==> src/rtl/mem_block_reader_if.sv <==
// Control, RAM-port and output-stream bundle for mem_block_reader.
// Optional macro MEM_BLOCK_READER_STRIDE_EN adds the per-read address stride field.
interface mem_block_reader_if #(
  parameter int unsigned DATA_WIDTH = 16,
  parameter int unsigned ADDR_WIDTH = 16
);
  // Transfer control
  logic                  start;
  logic [ADDR_WIDTH-1:0] base_addr;
  logic [15:0]           length;
`ifdef MEM_BLOCK_READER_STRIDE_EN
  logic [ADDR_WIDTH-1:0] stride;
`endif
  logic                  busy;
  logic                  done;

  // RAM second port (engine is the initiator)
  logic [ADDR_WIDTH-1:0] mem_addr;
  logic                  mem_we;
  logic [DATA_WIDTH-1:0] mem_dout;
  logic [DATA_WIDTH-1:0] mem_rdata;

  // Output word stream
  logic [DATA_WIDTH-1:0] out_data;
  logic                  out_valid;
  logic                  out_ready;
  logic                  out_last;

  // Engine side
  modport master (
`ifdef MEM_BLOCK_READER_STRIDE_EN
    input  stride,
`endif
    input  start, base_addr, length, mem_rdata, out_ready,
    output busy, done, mem_addr, mem_we, mem_dout, out_data, out_valid, out_last
  );

  // Environment side (controller, RAM and consumer)
  modport slave (
`ifdef MEM_BLOCK_READER_STRIDE_EN
    output stride,
`endif
    output start, base_addr, length, mem_rdata, out_ready,
    input  busy, done, mem_addr, mem_we, mem_dout, out_data, out_valid, out_last
  );
endinterface

==> src/rtl/mem_block_reader.sv <==
// Read-side DMA engine: streams a contiguous block of RAM words out through a
// small first-word-fall-through FIFO, issuing reads only when buffer space is
// guaranteed. Optional macro MEM_BLOCK_READER_STRIDE_EN enables a per-read stride.
module mem_block_reader #(
  parameter int unsigned DATA_WIDTH = 16,
  parameter int unsigned ADDR_WIDTH = 16,
  parameter int unsigned FIFO_DEPTH = 4
) (
  input  logic               clk,
  input  logic               reset,
  mem_block_reader_if.master bus
);
  localparam int unsigned LEN_W = 16;
  localparam int unsigned PTR_W = (FIFO_DEPTH > 1) ? $clog2(FIFO_DEPTH) : 1;
  localparam int unsigned CNT_W = PTR_W + 1;
  localparam int unsigned SUM_W = CNT_W + 1;

  typedef enum logic [1:0] {IDLE, RUN, DRAIN, FIN} state_e;

  state_e                state_q, state_d;
  logic                  busy_q, busy_d;
  logic                  done_q, done_d;
  logic [LEN_W-1:0]      len_q;
  logic [LEN_W-1:0]      issued_q;
  logic [LEN_W-1:0]      accepted_q, accepted_d;
  logic [ADDR_WIDTH-1:0] addr_q;
  logic [ADDR_WIDTH-1:0] mem_addr_q;
  logic [ADDR_WIDTH-1:0] incr_c;
  logic                  inflight_q;
  logic [DATA_WIDTH-1:0] fifo_q [FIFO_DEPTH];
  logic [PTR_W-1:0]      wr_ptr_q, rd_ptr_q;
  logic [CNT_W-1:0]      count_q;
  logic                  start_acc_c, issue_c, push_c, pop_c, out_valid_c, credit_ok_c;

`ifdef MEM_BLOCK_READER_STRIDE_EN
  logic [ADDR_WIDTH-1:0] stride_q;
  assign incr_c = stride_q;
`else
  assign incr_c = ADDR_WIDTH'(1);
`endif

  // Handshake and credit decode: a read may issue only if its word is sure to fit
  assign out_valid_c = (count_q != '0);
  assign pop_c       = out_valid_c && bus.out_ready;
  assign push_c      = inflight_q;
  assign start_acc_c = (state_q == IDLE) && bus.start;
  assign credit_ok_c = (SUM_W'(count_q) + SUM_W'(inflight_q)) < SUM_W'(FIFO_DEPTH);
  assign issue_c     = (state_q == RUN) && (issued_q != len_q) && credit_ok_c;
  assign accepted_d  = accepted_q + LEN_W'(pop_c);

  // State register
  always_ff @(posedge clk) begin
    if (!reset) state_q <= IDLE;
    else        state_q <= state_d;
  end

  // Next-state logic
  always_comb begin
    state_d = state_q;
    case (state_q)
      IDLE:    if (bus.start) state_d = (bus.length == '0) ? FIN : RUN;
      RUN:     if (issue_c && ((issued_q + LEN_W'(1)) == len_q)) state_d = DRAIN;
      DRAIN:   if (accepted_d == len_q) state_d = FIN;
      FIN:     state_d = IDLE;
      default: state_d = IDLE;
    endcase
  end

  // Status outputs: busy tracks the upcoming state, done follows one cycle spent in FIN
  always_comb begin
    busy_d = 1'b0;
    done_d = 1'b0;
    busy_d = (state_d != IDLE);
    done_d = (state_q == FIN);
  end

  // Registered status flags
  always_ff @(posedge clk) begin
    if (!reset) begin
      busy_q <= 1'b0;
      done_q <= 1'b0;
    end else begin
      busy_q <= busy_d;
      done_q <= done_d;
    end
  end

  // Transfer parameters, read issue and accept counters, FIFO bookkeeping
  always_ff @(posedge clk) begin
    if (!reset) begin
      len_q      <= '0;
      issued_q   <= '0;
      accepted_q <= '0;
      addr_q     <= '0;
      mem_addr_q <= '0;
      inflight_q <= 1'b0;
      wr_ptr_q   <= '0;
      rd_ptr_q   <= '0;
      count_q    <= '0;
`ifdef MEM_BLOCK_READER_STRIDE_EN
      stride_q   <= '0;
`endif
    end else begin
      if (start_acc_c) begin
        len_q      <= bus.length;
        addr_q     <= bus.base_addr;
        issued_q   <= '0;
        accepted_q <= '0;
`ifdef MEM_BLOCK_READER_STRIDE_EN
        stride_q   <= bus.stride;
`endif
      end else begin
        if (issue_c) begin
          mem_addr_q <= addr_q;
          addr_q     <= addr_q + incr_c;
          issued_q   <= issued_q + LEN_W'(1);
        end
        accepted_q <= accepted_d;
      end
      inflight_q <= issue_c;
      if (push_c) wr_ptr_q <= wr_ptr_q + PTR_W'(1);
      if (pop_c)  rd_ptr_q <= rd_ptr_q + PTR_W'(1);
      count_q <= count_q + CNT_W'(push_c) - CNT_W'(pop_c);
    end
  end

  // FIFO storage: capture the word returned for last cycle's read
  always_ff @(posedge clk) begin
    if (push_c) fifo_q[wr_ptr_q] <= bus.mem_rdata;
  end

  // The credit rule must keep the FIFO from ever overflowing
  assert property (@(posedge clk) disable iff (!reset)
                   !(push_c && !pop_c && (count_q == CNT_W'(FIFO_DEPTH))));

  assign bus.busy      = busy_q;
  assign bus.done      = done_q;
  assign bus.mem_addr  = mem_addr_q;
  assign bus.mem_we    = 1'b0;
  assign bus.mem_dout  = '0;
  assign bus.out_data  = fifo_q[rd_ptr_q];
  assign bus.out_valid = out_valid_c;
  assign bus.out_last  = out_valid_c && (accepted_q == (len_q - LEN_W'(1)));
endmodule

==> src/flat_wrapper.sv <==
// flat-port wrapper written by rule: the top's interface ports become plain ports
module mem_block_reader_flat 
#(
  parameter int unsigned DATA_WIDTH = 16,
  parameter int unsigned ADDR_WIDTH = 16,
  parameter int unsigned FIFO_DEPTH = 4
)
  (clk, reset, bus_start, bus_base_addr, bus_length, bus_mem_rdata, bus_out_ready, bus_busy, bus_done, bus_mem_addr, bus_mem_we, bus_mem_dout, bus_out_data, bus_out_valid, bus_out_last);
  mem_block_reader_if #(.DATA_WIDTH(DATA_WIDTH), .ADDR_WIDTH(ADDR_WIDTH)) bus_i ();
  input  logic clk;
  input  logic reset;
  input wire logic [$bits(bus_i.start)-1:0] bus_start;
  input wire logic [$bits(bus_i.base_addr)-1:0] bus_base_addr;
  input wire logic [$bits(bus_i.length)-1:0] bus_length;
  input wire logic [$bits(bus_i.mem_rdata)-1:0] bus_mem_rdata;
  input wire logic [$bits(bus_i.out_ready)-1:0] bus_out_ready;
  output wire logic [$bits(bus_i.busy)-1:0] bus_busy;
  output wire logic [$bits(bus_i.done)-1:0] bus_done;
  output wire logic [$bits(bus_i.mem_addr)-1:0] bus_mem_addr;
  output wire logic [$bits(bus_i.mem_we)-1:0] bus_mem_we;
  output wire logic [$bits(bus_i.mem_dout)-1:0] bus_mem_dout;
  output wire logic [$bits(bus_i.out_data)-1:0] bus_out_data;
  output wire logic [$bits(bus_i.out_valid)-1:0] bus_out_valid;
  output wire logic [$bits(bus_i.out_last)-1:0] bus_out_last;
  assign bus_i.start = bus_start;
  assign bus_i.base_addr = bus_base_addr;
  assign bus_i.length = bus_length;
  assign bus_i.mem_rdata = bus_mem_rdata;
  assign bus_i.out_ready = bus_out_ready;
  assign bus_busy = bus_i.busy;
  assign bus_done = bus_i.done;
  assign bus_mem_addr = bus_i.mem_addr;
  assign bus_mem_we = bus_i.mem_we;
  assign bus_mem_dout = bus_i.mem_dout;
  assign bus_out_data = bus_i.out_data;
  assign bus_out_valid = bus_i.out_valid;
  assign bus_out_last = bus_i.out_last;
  mem_block_reader #(.DATA_WIDTH(DATA_WIDTH), .ADDR_WIDTH(ADDR_WIDTH), .FIFO_DEPTH(FIFO_DEPTH)) u_core (.clk(clk), .reset(reset), .bus(bus_i));
endmodule
==> config.mk <==
export PLATFORM = sky130hd
export DESIGN_NAME = mem_block_reader_flat
export DESIGN_NICKNAME = d
export VERILOG_FILES = /design/src/rtl/mem_block_reader_if.sv /design/src/rtl/mem_block_reader.sv /design/src/flat_wrapper.sv
export SDC_FILE = /design/constraint.sdc
export NUM_CORES = 1
export LEC_CHECK = 0
export CORE_MARGIN = 4
export CORE_UTILIZATION = 40
export CTS_BUF_LIST = sky130_fd_sc_hd__clkbuf_8
export CTS_CLUSTER_DIAMETER = 80
export DETAILED_ROUTE_END_ITERATION = 8
export MAX_ROUTING_LAYER = met4
export PLACE_DENSITY_LB_ADDON = 0.2
export SLEW_MARGIN = 20
export SYNTH_ARGS = -nofsm -noshare
export SYNTH_HDL_FRONTEND = slang
export SYNTH_SLANG_ARGS = --single-unit
==> constraint.sdc <==
create_clock -name clk -period 8.2 [get_ports clk]
set_input_delay 1.23 -clock clk [delete_from_list [all_inputs] [get_ports clk]]
set_output_delay 1.23 -clock clk [all_outputs]
set_load 0.05 [all_outputs]
==> summary.md <==
| Metric | Value |
|---|---|
| WHS Path Cells | `2` |
| Synth warnings | `0` |
| Worst R2R Setup Slack | `5.10 ns` |
| Die W | `148 um` |
| WP data required | `6.97 ns` |
| Chip height | `148 um` |
| Final Hold Fails | `0` |
| CP peak stage delay | `0.81 ns` |
| Initial Util | `41.2%` |
| Slowest-stage cell, CP | `clkdlybuf4s50_1` |
| Dpl ws | `3.95 ns` |
| Core outline area | `0.0190 mm2` |
| Antenna violations before repair | `0` |
| Async set or reset register ratio after synthesis | `0%` |
| Post-CTS Resized | `0` |
| Commonest non-fill, non-tap cell in the layout | `nand2_1` |
| HP Start | `u_core.bus.mem_addr[8]` |
| Routability cong. | `0.868` |
| Register clock-pin slew on the reported worst setup and hold paths | `0.09 ns` |
| Post-CTS setup buffers | `0` |
| WL/cell | `15.8 um` |
| Worst r2r src | `u_core.count_q[1]` |
| Cell Area, Synth | `0.00784 mm2` |
| Final nets | `914` |
| Synth Flop Type | `dfxtp_1` |
| Total power | `2.03 mW` |
| Area Growth Syn to Fin | `16.9%` |
| Worst reg2reg path depth | `11` |
| Post-route insts no fill | `1122` |
| Synth unique cells | `69` |
| Cell Area, Placed | `0.00877 mm2` |
| F_max | `0.212 GHz` |
| Post-route cell area | `0.00917 mm2` |
| Fin. max-slew vios | `0` |
| CP Max Fanout | `6` |
| Worst hold slack | `0.462 ns` |
| Ratio of cells with drive above 1 in the final layout | `7.89%` |
| Max VDD drop | `0.110 mV` |
| Hold endpoint | `u_core.bus.mem_addr[8]` |
| Leak | `3.10 nW` |
| Crit path kind | `flip-flop to output port` |
| Max_cap viols | `0` |
| Reg2reg end | `u_core.state_q[0]` |
| Syn_area_per_cell | `9.90 um2` |
| Most frequent cells in the layout | `104 x nand2_1, 94 x dfxtp_1, 87 x clkdlybuf4s50_1` |
| Period utilisation layout | `57.5%` |
| Via count | `5749` |
| CTS buffer count | `17` |
| First-pass GRT wire length | `29200 um` |
| Diodes inserted | `0` |
| Worst EP arrival | `3.48 ns` |
| Final TNS setup | `0 ns` |
| DRT antenna net count | `0` |
| Clock skew | `0.0184 ns` |
| Status | `completed` |
| Total die area | `0.0219 mm2` |
| Post-synth EDFFs | `64` |
| Worst min path class | `flip-flop to flip-flop` |
| #FFs+latches synth | `158` |
| Via-to-Cell Ratio | `5.12` |
| Max_slew headroom | `42.9%` |
| Final setup margin | `3.49 ns` |
| Worst path cell trace | `inv_1 -> ha_1 -> nand2b_1 -> nor4_2 -> nand2_1 -> nor3_1 -> xnor2_1 -> nor4_1 -> o2111a_1 -> clkdlybuf4s50_1` |
| WL final | `17800 um` |
| Htree depth | `4` |
| GRT Overall Usage | `17.0%` |
| Slew @ Worst Pin | `0.857 ns` |
| Dpl cells | `1090` |
| Tmin final | `4.71 ns` |
| Post-DP HPWL | `12400 um` |
| Drt pass-1 iters | `7` |
| Clk root buf | `clkbuf_8` |
| Unrepaired setup endpoints after global routing | `no` |
| Instance count of the mapped netlist | `792` |
| Startpoint Class | `flip-flop` |
| TritonCTS clock tree | `done` |
| Worst setup EP type | `output port` |
| Largest net degree at the start of global routing | `53` |
| Num rows | `50` |
| Util after Layout | `48.2%` |
| Register area share after synthesis | `48.5%` |
| GRT overflow | `0` |
| Number of global-route vias before repair | `5589` |
| # setup viols final | `0` |
| Buffers on Ports | `87` |
| Clock Tree Buf Depth | `2` |
| Clock latency on the worst-skew pair | `0.46 ns` |
| Iter 0 DRT Violations | `423` |
| Hold_buf cts | `0` |
| Ports | `105` |
| Residual DRC | `0` |
| Cell Pwr Density | `221 mW/mm2` |
| Sinks on Clock Net | `158` |
==> cell usage after synthesis, types with 4 or more instances <==
cell,instances,area [um2]
nand2_1,105,394
dfxtp_1,94,1880
nor2_1,72,270
edfxtp_1,64,1920
a21oi_1,58,290
xnor2_1,54,473
xor2_1,39,342
clkbuf_1,30,113
nor3_1,21,105
buf_4,20,150
nand3_1,19,95.1
nand4_1,18,113
buf_2,17,85.1
mux4_2,16,360
and3_1,15,93.8
inv_1,15,56.3
ha_1,12,150
o21ai_0,12,60.1
o21ai_1,11,55.1
and2_1,10,62.6
nor4_1,10,62.6
and4_1,5,43.8
a211oi_1,4,30.0
nand2b_1,4,25.0
or3_1,4,25.0
==> final cells by class <==
cell class                      count  area (um2)
Inverter                           16        60.1
Multi-Input combinational cell    563        3670
Timing Repair Buffer               93         916
Fill cell                        1828        9850
Clock inverter                     15         161
Tap cell                          260         325
Clock buffer                       17         234
Sequential cell                   158        3800
==> worst max path at each step <==
stage / startpoint / end / cells after the start
after global placement: u_core.len_q[1] / bus_out_last / 10
after CTS: u_core.len_q[1] / bus_out_last / 10
after detailed placement: u_core.len_q[0] / bus_out_last / 10
after global routing: u_core.len_q[1] / bus_out_last / 10
after floorplan: u_core.len_q[1] / bus_out_last / 10
final: u_core.len_q[1] / bus_out_last / 10
==> cells by family after synthesis <==
group / Yosys count / synth area share, %
fa+ha+maj: 13 / 2.17
other cells: 1 / 0.0478
xor+xnor: 94 / 10.6
buf+inv: 87 / 5.58
simple gates: 304 / 18.9
flops: 158 / 48.5
compound gates: 113 / 8.77
mux: 22 / 5.46
==> power breakdown <==
part           leakage [nW]  switching [mW]  internal (mW)
combinational          1.56           0.333          0.216
sequential             1.34          0.0465          0.858
clock                 0.202           0.344          0.232
total                  3.10           0.723           1.31
==> state kept, by name (all words and copies together) (netlist names), 2 cells and up, named ones only <==
name	count
u_core.state_q	2
u_core.fifo_q	64
u_core.accepted_q	16
u_core.rd_ptr_q	2
u_core.count_q	3
u_core.bus.mem_addr	16
u_core.addr_q	16
u_core.issued_q	16
u_core.len_q	16
u_core.wr_ptr_q	2
==> critical path: cells and delay by family (launching register included) <==
kind,cells,cell delay [ns]
AOI/OAI and AO/OA,1,0.24
xor gates and xnor gates,1,0.09
and+or+nand+nor,5,1.21
DFF,1,0.40
buffers and inverters,2,0.89
adders and majority gates,1,0.20
==> metal layers <==
metal	GRT usage, %	up-vias	part of all wire, %
li1	-	2863	-
met1	24.3	2747	51
met2	24.8	125	45
met3	3.25	14	3.6
met4	4.53	0	0.78
met5	-	-	0
No activity file was read; power rests on OpenSTA's default activity.
